`src/rtl/vga_frame_scaler_pkg.sv`:
```
// Shared framebuffer geometry defaults and RGB111 colour constants ({R,G,B}),
// also used by the buffer RAM and the display top level.
package vga_frame_scaler_pkg;

  localparam int IMG_W_DEF    = 16;
  localparam int IMG_H_DEF    = 12;
  localparam int AW_DEF       = 8;
  localparam int DW_DEF       = 3;
  localparam int PW_DEF       = 12;
  localparam int MAX_LOG2_DEF = 6;

  localparam logic [2:0] RGB_BLACK = 3'b000;
  localparam logic [2:0] RGB_RED   = 3'b100;
  localparam logic [2:0] RGB_GREEN = 3'b010;
  localparam logic [2:0] RGB_BLUE  = 3'b001;
  localparam logic [2:0] RGB_WHITE = 3'b111;

  function automatic logic [2:0] clamp_log2(input logic [2:0] req, input logic [2:0] max_log2);
    return (req > max_log2) ? max_log2 : req;
  endfunction

endpackage

```
`src/rtl/vga_frame_scaler_axis.sv`:
```
// One axis of the scaler: sub-pixel counter plus block index; outputs show post-step
// state in the same cycle (zero latency), no backpressure -- advances only on i_step.
module scale_axis_counter #(
  parameter int IW = 4,
  parameter int LW = 3,
  parameter int SW = 6
) (
  input  logic          i_clk,
  input  logic          i_rst,
  input  logic          i_step,
  input  logic          i_start,
  input  logic          i_clr,
  input  logic [IW-1:0] i_limit,
  input  logic [LW-1:0] i_log2,
  output logic [IW-1:0] o_idx,
  output logic          o_active,
  output logic          o_wrap
);

  logic [SW-1:0] r_sub;
  logic [IW-1:0] r_idx;
  logic          r_active;

  logic [SW-1:0] w_sub_nxt;
  logic [IW-1:0] w_idx_nxt;
  logic          w_act_nxt;
  logic [SW:0]   w_edge;
  logic [SW:0]   w_edge_m1;
  logic [SW-1:0] w_mask;

  assign w_edge    = (SW+1)'(1) << i_log2;
  assign w_edge_m1 = w_edge - (SW+1)'(1);
  assign w_mask    = w_edge_m1[SW-1:0];

  // Start beats clear so a window anchored at position 0 reopens on every line/frame.
  always_comb begin
    w_sub_nxt = r_sub;
    w_idx_nxt = r_idx;
    w_act_nxt = r_active;
    o_wrap    = 1'b0;
    if (i_step) begin
      if (i_start) begin
        w_sub_nxt = '0;
        w_idx_nxt = '0;
        w_act_nxt = 1'b1;
      end else if (i_clr) begin
        w_act_nxt = 1'b0;
      end else if (r_active) begin
        if (r_sub == w_mask) begin
          o_wrap    = 1'b1;
          w_sub_nxt = '0;
          if (r_idx == i_limit) begin
            w_act_nxt = 1'b0;
          end else begin
            w_idx_nxt = r_idx + 1'b1;
          end
        end else begin
          w_sub_nxt = r_sub + 1'b1;
        end
      end
    end
  end

  always_ff @(posedge i_clk) begin
    if (!i_rst) begin
      r_sub    <= '0;
      r_idx    <= '0;
      r_active <= 1'b0;
    end else begin
      r_sub    <= w_sub_nxt;
      r_idx    <= w_idx_nxt;
      r_active <= w_act_nxt;
    end
  end

  assign o_idx    = w_idx_nxt;
  assign o_active = w_act_nxt;

endmodule

```
`src/rtl/vga_frame_scaler.sv`:
```
// Maps VGA driver position to framebuffer address with 2^s pixel replication and offset;
// latency posX step -> pixel is 1+RD_LAT clocks, no backpressure (follows the driver).
module vga_frame_scaler
  import vga_frame_scaler_pkg::*;
#(
  parameter int IMG_W    = IMG_W_DEF,
  parameter int IMG_H    = IMG_H_DEF,
  parameter int AW       = AW_DEF,
  parameter int DW       = DW_DEF,
  parameter int PW       = PW_DEF,
  parameter int MAX_LOG2 = MAX_LOG2_DEF,
  parameter int RD_LAT   = 1
) (
  input  logic          i_clk,
  input  logic          i_rst,
  input  logic [PW-1:0] i_pos_x,
  input  logic [PW-1:0] i_pos_y,
  input  logic [2:0]    i_scale_log2,
  input  logic [PW-1:0] i_off_x,
  input  logic [PW-1:0] i_off_y,
  input  logic [DW-1:0] i_border,
  input  logic [DW-1:0] i_mem_data,
  output logic [AW-1:0] o_mem_addr,
  output logic [DW-1:0] o_pixel,
  output logic          o_in_img
);

  localparam int XW = $clog2(IMG_W);
  localparam int YW = $clog2(IMG_H);

  logic [PW-1:0]     r_prev_x;
  logic [PW-1:0]     r_off_x;
  logic [PW-1:0]     r_off_y;
  logic [2:0]        r_scale;
  logic              r_cfg_vld;
  logic [AW-1:0]     r_row_base;
  logic [AW-1:0]     r_mem_addr;
  logic              r_win;
  logic [RD_LAT-1:0] r_win_dly;

  logic          w_step;
  logic          w_line;
  logic          w_frame;
  logic [2:0]    w_scale;
  logic [PW-1:0] w_off_x;
  logic [PW-1:0] w_off_y;
  logic          w_cfg_vld;
  logic          w_x_start;
  logic          w_y_start;
  logic [XW-1:0] w_col;
  logic [YW-1:0] w_row_unused;
  logic          w_x_act;
  logic          w_y_act;
  logic          w_x_wrap_unused;
  logic          w_y_wrap;
  logic [AW-1:0] w_row_base_nxt;
  logic [AW-1:0] w_addr;
  logic          w_win;
  logic          w_flag;

  assign w_step  = (i_pos_x != r_prev_x);
  assign w_line  = w_step && (i_pos_x == '0);
  assign w_frame = w_line && (i_pos_y == '0);

  // Configuration latched at frame start is used by that same step.
  assign w_scale   = w_frame ? clamp_log2(i_scale_log2, 3'(MAX_LOG2)) : r_scale;
  assign w_off_x   = w_frame ? i_off_x : r_off_x;
  assign w_off_y   = w_frame ? i_off_y : r_off_y;
  assign w_cfg_vld = w_frame || r_cfg_vld;
  assign w_x_start = w_cfg_vld && (i_pos_x == w_off_x);
  assign w_y_start = w_cfg_vld && (i_pos_y == w_off_y);

  scale_axis_counter #(.IW(XW), .LW(3), .SW(MAX_LOG2)) u_axis_x (
    .i_clk    (i_clk),
    .i_rst    (i_rst),
    .i_step   (w_step),
    .i_start  (w_x_start),
    .i_clr    (i_pos_x == '0),
    .i_limit  (XW'(IMG_W - 1)),
    .i_log2   (w_scale),
    .o_idx    (w_col),
    .o_active (w_x_act),
    .o_wrap   (w_x_wrap_unused)
  );

  scale_axis_counter #(.IW(YW), .LW(3), .SW(MAX_LOG2)) u_axis_y (
    .i_clk    (i_clk),
    .i_rst    (i_rst),
    .i_step   (w_line),
    .i_start  (w_y_start),
    .i_clr    (w_frame),
    .i_limit  (YW'(IMG_H - 1)),
    .i_log2   (w_scale),
    .o_idx    (w_row_unused),
    .o_active (w_y_act),
    .o_wrap   (w_y_wrap)
  );

  // Row base advances by one image line per row wrap instead of row*IMG_W.
  always_comb begin
    w_row_base_nxt = r_row_base;
    if (w_line && w_y_start) begin
      w_row_base_nxt = '0;
    end else if (w_y_wrap) begin
      w_row_base_nxt = r_row_base + AW'(IMG_W);
    end
  end

  assign w_addr = w_row_base_nxt + {{(AW-XW){1'b0}}, w_col};
  assign w_win  = w_x_act && w_y_act;

  always_ff @(posedge i_clk) begin
    r_prev_x <= i_pos_x;
    if (!i_rst) begin
      r_scale    <= clamp_log2(i_scale_log2, 3'(MAX_LOG2));
      r_off_x    <= '0;
      r_off_y    <= '0;
      r_cfg_vld  <= 1'b0;
      r_row_base <= '0;
      r_mem_addr <= '0;
      r_win      <= 1'b0;
      r_win_dly  <= '0;
    end else begin
      r_scale    <= w_scale;
      r_off_x    <= w_off_x;
      r_off_y    <= w_off_y;
      r_cfg_vld  <= w_cfg_vld;
      r_row_base <= w_row_base_nxt;
      if (w_win) begin
        r_mem_addr <= w_addr;
      end
      r_win        <= w_win;
      r_win_dly[0] <= r_win;
      for (int i = 1; i < RD_LAT; i++) begin
        r_win_dly[i] <= r_win_dly[i-1];
      end
    end
  end

  assign w_flag     = r_win_dly[RD_LAT-1];
  assign o_mem_addr = r_mem_addr;
  // Until a frame start revalidates the configuration, drive black rather than border.
  assign o_pixel    = !r_cfg_vld ? '0 : (w_flag ? i_mem_data : i_border);
  assign o_in_img   = w_flag;

endmodule

```
`config.mk`:
```
export PLATFORM = sky130hd
export DESIGN_NAME = vga_frame_scaler
export DESIGN_NICKNAME = d
export VERILOG_FILES = /design/src/rtl/vga_frame_scaler_pkg.sv /design/src/rtl/vga_frame_scaler_axis.sv /design/src/rtl/vga_frame_scaler.sv
export SDC_FILE = /design/constraint.sdc
export NUM_CORES = 1
export LEC_CHECK = 0
export ABC_CLOCK_PERIOD_IN_PS = 7100
export CAP_MARGIN = 40
export CORE_MARGIN = 1
export CORE_UTILIZATION = 27
export CTS_BUF_LIST = sky130_fd_sc_hd__clkbuf_16
export CTS_CLUSTER_DIAMETER = 200
export DETAILED_ROUTE_END_ITERATION = 6
export HOLD_SLACK_MARGIN = 0.05
export PLACE_DENSITY = 0.57
export SYNTH_ARGS = -nofsm -noshare
export SYNTH_HDL_FRONTEND = slang
export SYNTH_SLANG_ARGS = --single-unit
export TNS_END_PERCENT = 100
```
`constraint.sdc`:
```
create_clock -name i_clk -period 7.1 [get_ports i_clk]
set_input_delay 1.42 -clock i_clk [delete_from_list [all_inputs] [get_ports i_clk]]
set_output_delay 1.42 -clock i_clk [all_outputs]
set_load 0.02 [all_outputs]
```
* Yosys cells after proc, flatten, opt, wreduce, memory -nomap -nowiden
Index checks and enable logic that the tools add are counted.
Cells by class: eq/ne operators 10, shift operators 1, reductions and logical operators 15, add/sub/neg operators 7, multiplexer cells 45, $lt $le $gt $ge 1
Operators by type and width (count):
- 6-bit 2-to-1 mux | 8
- 4-bit 2-to-1 mux | 11
- 12-bit equality test | 2
- 12-bit logical NOT | 2
- 12-bit 2-to-1 mux | 2
- 1-bit 2-to-1 mux | 17
- 8-bit 2-to-1 mux | 2
- 3-bit 2-to-1 mux | 5
- 6-bit by 1-bit adder with 6-bit output (second input constant) | 2
- 6-bit equality test | 2
- 12-bit != test | 1
- 4-bit by 1-bit adder with 4-bit output (second input constant) | 2
- 8-bit by 4-bit adder with 8-bit output | 1
- 8-bit by 5-bit adder with 8-bit output (second input constant) | 1
- 4-bit equality test (second input constant) | 2
- 1-bit logical AND | 6
- 3-bit AND reduction | 2
- 2-bit nonzero test | 3
- 1-bit by 3-bit left shift with 6-bit output (first input constant) | 1
- 6-bit by 1-bit subtractor with 6-bit output (second input constant) | 1
- 5-bit AND reduction | 1
- 2-bit by 1-bit != test with 1-bit output (second input constant) | 2
- 3-bit greater-than comparator (second input constant) | 1
- 2-bit != test (second input constant) | 1
- 1-bit logical OR | 1
Word-level totals: bits in registers 80, input bits 59, logic and storage cells 94, output and inout bits 12

* Logic depth before layout (Yosys ltp)
Gate-level depths: netlist of run 1.
depth after elaboration 15, depth in mapped cells 25, gate-level depth less buffers 23

* Modules after synthesis
A second synthesis of run 1 with hierarchy kept.
Second synthesis, totals: cell total of the unflattened synthesis 560, area total of the unflattened synthesis 4687.0 µm²
Modules (own cells, without submodules):
- vga_frame_scaler | seq. area each 1161.1 µm², cells each 356, area an instance 2940.3 µm², instances 1
- scale_axis_counter | seq. area each 220.2 µm², cells each 102, area an instance 873.3 µm², instances 2

* Worst setup path after synthesis of run 1
OpenSTA, ideal clock, no wires.
path type in2reg, start point input i_pos_x[9], end point register r_mem_addr[6], in the netlist o_mem_addr[6], data required time 7025 ps, path slack 806 ps, stages on the path 25, arrival time 6219 ps, buffers on the path 3, path through buf_6 nor4_1 nand3_1 or2_1 buf_2 nor2_2 clkbuf_1 a31oi_1 ha_1 o21ai_0 or3_1 or3b_2 nand3b_1 and4_1 nand4_1 a21oi_1 mux2i_1 ha_1 fa_1 a21o_1 a21oi_1 nand3b_1 o22ai_1 xor2_1 o22ai_1
RTL lines:
- start, declared | line vga_frame_scaler.sv:16 | input logic [PW-1:0] i_pos_x,
- 12-bit != test or 12-bit logical NOT (tied branches) | line vga_frame_scaler.sv:61, vga_frame_scaler.sv:62, vga_frame_scaler.sv:78
- 1-bit logical AND | line vga_frame_scaler.sv:62 | assign w_line = w_step && (i_pos_x == '0);
- 1-bit logical AND | line vga_frame_scaler.sv:63 | assign w_frame = w_line && (i_pos_y == '0);
- 3-bit 2-to-1 mux | line vga_frame_scaler.sv:66 | assign w_scale = w_frame ? clamp_log2(i_scale_log2, 3'(MAX_LOG2)) : r_scale;
- 1-bit by 3-bit left shift with 6-bit output | line vga_frame_scaler_axis.sv:31 | assign w_edge = (SW+1)'(1) << i_log2;
- 6-bit by 1-bit subtractor with 6-bit output | line vga_frame_scaler_axis.sv:32 | assign w_edge_m1 = w_edge - (SW+1)'(1);
- 6-bit equality test | line vga_frame_scaler_axis.sv:49 | if (r_sub == w_mask) begin
- 4-bit 2-to-1 mux | line vga_frame_scaler_axis.sv:49
- 4-bit 2-to-1 mux | line vga_frame_scaler_axis.sv:48 | end else if (r_active) begin
- 4-bit 2-to-1 mux | line vga_frame_scaler_axis.sv:46 | end else if (i_clr) begin
- 4-bit 2-to-1 mux | line vga_frame_scaler_axis.sv:42 | if (i_start) begin
- 4-bit 2-to-1 mux (*) | line vga_frame_scaler_axis.sv:41 | if (i_step) begin
- net u_axis_x.o_idx[0] | line vga_frame_scaler_axis.sv:15 | output logic [IW-1:0] o_idx,
- 8-bit by 4-bit adder with 8-bit output (*) | line vga_frame_scaler.sv:109 | assign w_addr = w_row_base_nxt + {{(AW-XW){1'b0}}, w_col};
- end signal, assigned | line vga_frame_scaler.sv:130 | r_mem_addr <= w_addr;
- end, declared | line vga_frame_scaler.sv:37 | logic [AW-1:0] r_mem_addr;
Mark *: on every way through the listed nets, which the timed path passes. The rest lies on a longest branch. A chain may end at the register's enable or synchronous reset.

* Final worst setup path of run 1
start point input i_pos_x[11], end point register r_mem_addr[6], in the netlist o_mem_addr[6]
The elaborated chain is that of the path after synthesis.

==> results of run 1 <==
report_power, final:
group | internal [mW] | switching (mW)
clock network | 0.269 | 0.192
logic | 0.0587 | 0.0574
registers | 0.454 | 0.00425
kinds of logic after synthesis:
| logic type | Yosys count | share of synthesized area, % |
|---|---|---|
| multiplexers | 18 | 3.95 |
| adder cells (fa/ha/maj) | 11 | 3.10 |
| XOR/XNOR | 48 | 9.13 |
| buffers and inverters | 52 | 4.51 |
| AO/OA/AOI/OAI | 118 | 15.9 |
| AND/OR/NAND/NOR | 252 | 29.2 |
| flip-flops | 80 | 34.2 |
state kept, by name, summed over array words and instances, names as in the netlist:
signal and count:
r_win 1, r_scale 3, u_axis_x.r_idx 4, r_cfg_vld 1, u_axis_y.r_idx 4, u_axis_y.r_sub 6, r_off_x 12, r_off_y 12
u_axis_x.r_active 1, o_in_img 1, o_mem_addr 8, u_axis_y.r_active 1, r_row_base 8, r_prev_x 12, u_axis_x.r_sub 6
stage by stage:
| step | utilization, % | std cells |
|---|---|---|
| global route | 35.4 | 874 |
| CTS | 35.4 | 874 |
| global placement | 33.7 | 857 |
| detailed placement | 33.7 | 858 |
| finish | 35.4 | 874 |
| floorplan | - | 579 |
placed cells by master (no fill, tap or decap), drive strengths merged, types with 19 or more instances in the layout:
cell           synthesis  layout
clkdlybuf4s50          0      70
inv                   29      30
o21ai                 21      21
xor2                  29      29
nor2                  41      41
nand3                 30      30
dfxtp                 80      80
a21oi                 43      43
xnor2                 19      19
nand2                 75      75
worst paths after layout:
kind              cells past startpoint        start  slack (ns)            end
hold reg to reg                       1        r_win        0.46       o_in_img
setup / recovery                     23  i_pos_x[11]        0.68  o_mem_addr[6]
setup reg to reg                     23  r_prev_x[3]        2.11  o_mem_addr[6]
hold / removal                        1        r_win        0.46       o_in_img
layer usage:
layer / vias up / part of all wire, % / track usage (%)
met5: - / 0 / 0
li1: 2191 / - / -
met1: 1948 / 49 / 19.1
met3: 12 / 5.3 / 2.87
met2: 80 / 44 / 22.1
met4: 0 / 1.8 / 6.25
cell type report:
cell class	instances	area (um2)	area share, %
Inverter	29	109	1.83
Clock inverter	7	63.8	1.07
Timing Repair Buffer	82	791	13.3
Sequential cell	80	1600	27.0
Tap cell	220	275	4.63
Clock buffer	9	225	3.79
Multi-Input combinational cell	447	2880	48.4
worst max-delay path: stages:
cell	delay, ns
clkdlybuf4s50_1	0.50
nor4_1	0.38
nand3_1	0.17
or2_1	0.30
nor4b_2	0.30
nor2_1	0.15
ha_1	0.23
o21ai_0	0.22
or3_1	0.15
or3b_2	0.48
nand3b_1	0.11
and4_1	0.22
nand4_1	0.12
a21oi_1	0.21
mux2i_1	0.11
ha_1	0.22
fa_1	0.41
a21o_1	0.17
a21oi_1	0.26
nand3b_1	0.15
o22ai_1	0.09
xor2_1	0.18
o22ai_1	0.15
==> results.tsv, run 1 <==
metric	value	unit
Vias	4231	
number of enable flip-flop cells after synthesis	0	
DIE WIDTH	134	um
CTS sink cnt	80	
Initial DRC Count	231	
Mapped Cells	579	
Num CTS Buffers	9	
post-CTS sizing	0	
I/O pin count	71	
synth unique cells	69	
critical path peak fanout	5	
max frequency	0.156	GHz
Pwr Density	174	mW/mm2
starting density of the core	28.0	%
Mean Syn Cell Area	8.10	um2
CTS Hold Bufs	0	
count leader, synth	dfxtp_1	
first-pass GRT wire length	20.1	mm
ys async rst share	0	%
die area	0.0179	mm2
post-place instance area	0.00565	mm2
synth top area cells	dfxtp_1 (34%), nand2_1 (6.0%), xor2_1 (5.2%)	
RSZ-0062 raised after global routing	false	
fin crit period	6.42	ns
Critical Path RT	7.38	ns
port bufs	70	
GPL Wtd Cong	0.819	
fin area	0.00594	mm2
Rows	47	
drc violations	0	
Power Total	1.04	mW
Antenna diodes	0	
final hold vios	0	
CTS H-Tree Depth	3	
Setup Buffers After CTS	0	
core footprint	0.0168	mm2
fill count	1753	
largest net degree at the start of global routing	26	
number of global-route vias before repair	3986	
syn_nets	649	
P&R area growth vs syn	26.7	%
layout cells sized above 1	6.73	%
Synth area leader	dfxtp_1	
HP Class	reg -> reg	
sequential area share after synthesis	34.2	%
Synth Cell Area	0.00469	mm2
# nets final	719	
Leak	2.19	nW
Skew-Pair Late Insertion Delay	0.35	ns
max_cap viols	0	
clk root buf	clkbuf_16	
outcome	finished, final reports clean	
CTS tree	done	
top cells by count, synth	dfxtp_1 (80), nand2_1 (75), a21oi_1 (43)	
clock transition at the registers of the reported paths	0.06	ns
drt pass-1 iters	4	
CP Class	in -> reg	
Slew @ Worst Pin	0.732	ns
Seq cells post-synth	80	
global-route usage over all layers	14.3	%
Congestion Overflow GR	0	
# setup viols final	0	
Worst EP arrival	6.70	ns
Vert. Die Dim	134	um
CP endpoint kind	register	
initial antenna violation count	0	
CP Launch Type	input pin	
fin. max-slew vios	0	
hold slack	0.455	ns
Relative slew margins	51.2	%
DP HPWL	9.13	mm
drt total wl	12.3	mm
share of the synthesized area in the top cell type	34.2	%
final setup TNS	0	ns
Final period util	90.5	%
clk buf depth	2	
Detail Route Antenna Nets	0	
top_reg_cell synth	dfxtp_1	
Peak supply drop	0.000111	V
per-cell routed wire length	14.0	um
final setup margin	0.676	ns
Setup Skew	0.00761	ns
yosys warns	0	
Post-Place Setup Slack	0.306	ns
DR vias/cell	4.84	
Power figures use the tool's default switching activity.
==> run 2, diff against run 1 <==
--- a/config.mk
+++ b/config.mk
@@ -16,5 +16,6 @@
 export PLACE_DENSITY = 0.57
 export SYNTH_ARGS = -nofsm -noshare
 export SYNTH_HDL_FRONTEND = slang
+export SYNTH_HIERARCHICAL = 1
 export SYNTH_SLANG_ARGS = --single-unit
 export TNS_END_PERCENT = 100
==> run 2 against run 1 <==
- global-route usage down 0.38 points
- core utilization is 0.12 points lower
- non-clock buffer count decreased by 5
- largest cell class unchanged
- sequential share of layout area is 0.18 points higher
- cell count fell by 2.2%
- clock power grew 2%
- clock skew is 0.0022 ns higher
- routed wire length shrank 2.9%
- sequential power about the same
- sequential cell count is the same
- combinational power decreased by 7%
- die area fell by 1.1%
==> results.tsv, run 2 <==
metric	value	unit
fill count	1761	
Setup Skew	0.00981	ns
layout cells sized above 1	8.82	%
Peak supply drop	0.0000870	V
Pwr Density	175	mW/mm2
P&R area growth vs syn	27.3	%
Critical Path RT	7.37	ns
GPL Wtd Cong	0.824	
fin crit period	6.63	ns
Vert. Die Dim	133	um
first-pass GRT wire length	19.8	mm
sw frac	24.3	%
starting density of the core	27.8	%
drt pass-1 iters	4	
placed cell count	839	
CTS H-Tree Depth	3	
area occupied by multi-input gates	0.00289	mm2
I/O pin count	71	
most frequent cells in the layout	dfxtp_1 (80), nand2_1 (71), clkdlybuf4s50_1 (70)	
Vias	4185	
largest net degree at the start of global routing	36	
Flop pwr share	44.1	%
FF-to-FF setup slack	1.81	ns
CP Launch Type	input pin	
outcome	finished, final reports clean	
die area	0.0177	mm2
Rows	47	
Net Switching	0.251	mW
Top Metal Used	met4	
Power Internal	0.784	mW
Synth Cell Area	0.00464	mm2
Relative slew margins	61.9	%
clk root buf	clkbuf_16	
Mapped Cells	551	
Regs by FF count	r_off_x: 12 flops, r_off_y: 12 flops, r_prev_x: 12 flops	
Num CTS Buffers	9	
CP Class	in -> reg	
Worst EP arrival	6.90	ns
Antenna diodes	0	
CTS sink cnt	80	
max frequency	0.151	GHz
final hold vios	0	
# nets final	699	
wl on met1	5.81	mm
total area of sequential cells	0.00160	mm2
Setup Buffers After CTS	0	
clock share of power	45.5	%
max_cap viols	0	
final setup TNS	0	ns
yosys warns	6	
Congestion Overflow GR	0	
critical path peak fanout	25	
Slew @ Worst Pin	0.572	ns
Skew-Pair Late Insertion Delay	0.34	ns
fin cells	855	
Final period util	93.4	%
drt total wl	11.9	mm
core footprint	0.0167	mm2
Leak	2.20	nW
global-route usage over all layers	13.9	%
CTS Hold Bufs	0	
logic gate share of total power	10.4	%
Mean Syn Cell Area	8.42	um2
clock transition at the registers of the reported paths	0.06	ns
# setup viols final	0	
drc violations	0	
fin. max-slew vios	0	
port bufs	70	
HP Class	reg -> reg	
initial antenna violation count	0	
most common cell after layout, fill and taps aside	dfxtp_1	
post-CTS sizing	0	
Power Total	1.04	mW
CTS tree	done	
Met2 Wirelength	5.45	mm
per-cell routed wire length	13.9	um
DIE WIDTH	133	um
clk buf depth	2	
CP endpoint kind	register	
number of global-route vias before repair	4028	
DR vias/cell	4.89	
Initial DRC Count	174	
RSZ-0062 raised after global routing	false	
DP HPWL	9.27	mm
Detail Route Antenna Nets	0	
met3 wire len	524	um
run 2: layer usage:
metal / vias to the layer above / global-route usage (%)
met5: - / 0
met4: 0 / 4.41
met3: 12 / 2.30
met2: 92 / 22.3
met1: 1961 / 18.8
li1: 2120 / -
run 2: area by class of cell:
class                   instances  area share (%)
multi-input cells             441            49.0
flip-flops and latches         80            27.1
repair buffers                 77            12.7
well taps                     220            4.66
clock buffers                   9            3.82
inverters                      21            1.40
clock inverters                 7            1.31
run 2: path summary, 6_finish.rpt:
kind	from	end	depth (start not counted)
worst min register to register	r_win	o_in_img	1
worst max-delay path	i_pos_x[3]	o_mem_addr[4]	21
worst max register to register	r_prev_x[5]	o_mem_addr[4]	20
worst min-delay path	r_win	o_in_img	1
run 2: per-stage QoR:
stage	hold slack (ns)	setup WS, ns	cell area [um2]	utilization (%)
floorplan	0.412	1.54	4660	-
global placement	0.419	0.117	5590	33.5
detailed placement	0.422	0.154	5600	33.5
CTS	0.437	0.490	5900	35.3
global route	0.446	0.0872	5900	35.3
finish	0.434	0.470	5900	35.3
run 2: critical path, cell delays in order:
cell             delay, ns
clkdlybuf4s50_1       0.61
xnor2_1               0.17
nand4_2               0.17
o31ai_4               0.53
inv_4                 0.16
nand2_4               0.32
mux2i_1               0.35
xnor2_1               0.10
nor4_1                0.38
and4b_1               0.37
nand2_1               0.19
nand2_1               0.11
a21oi_1               0.05
a31o_2                0.25
ha_1                  0.22
fa_1                  0.40
a21o_1                0.17
a21oi_1               0.29
nor3b_1               0.31
a221oi_1              0.14
a21oi_1               0.18
run 2: power groups by stage:
| stage | clock network, mW | registers (mW) | logic (mW) |
|---|---|---|---|
| global placement | 0 | 0.467 | 0.106 |
| finish | 0.471 | 0.457 | 0.108 |
| global route | 0.501 | 0.457 | 0.119 |
| CTS | 0.480 | 0.456 | 0.109 |
| detailed placement | 0 | 0.467 | 0.108 |
| floorplan | 0 | 0.466 | 0.0529 |
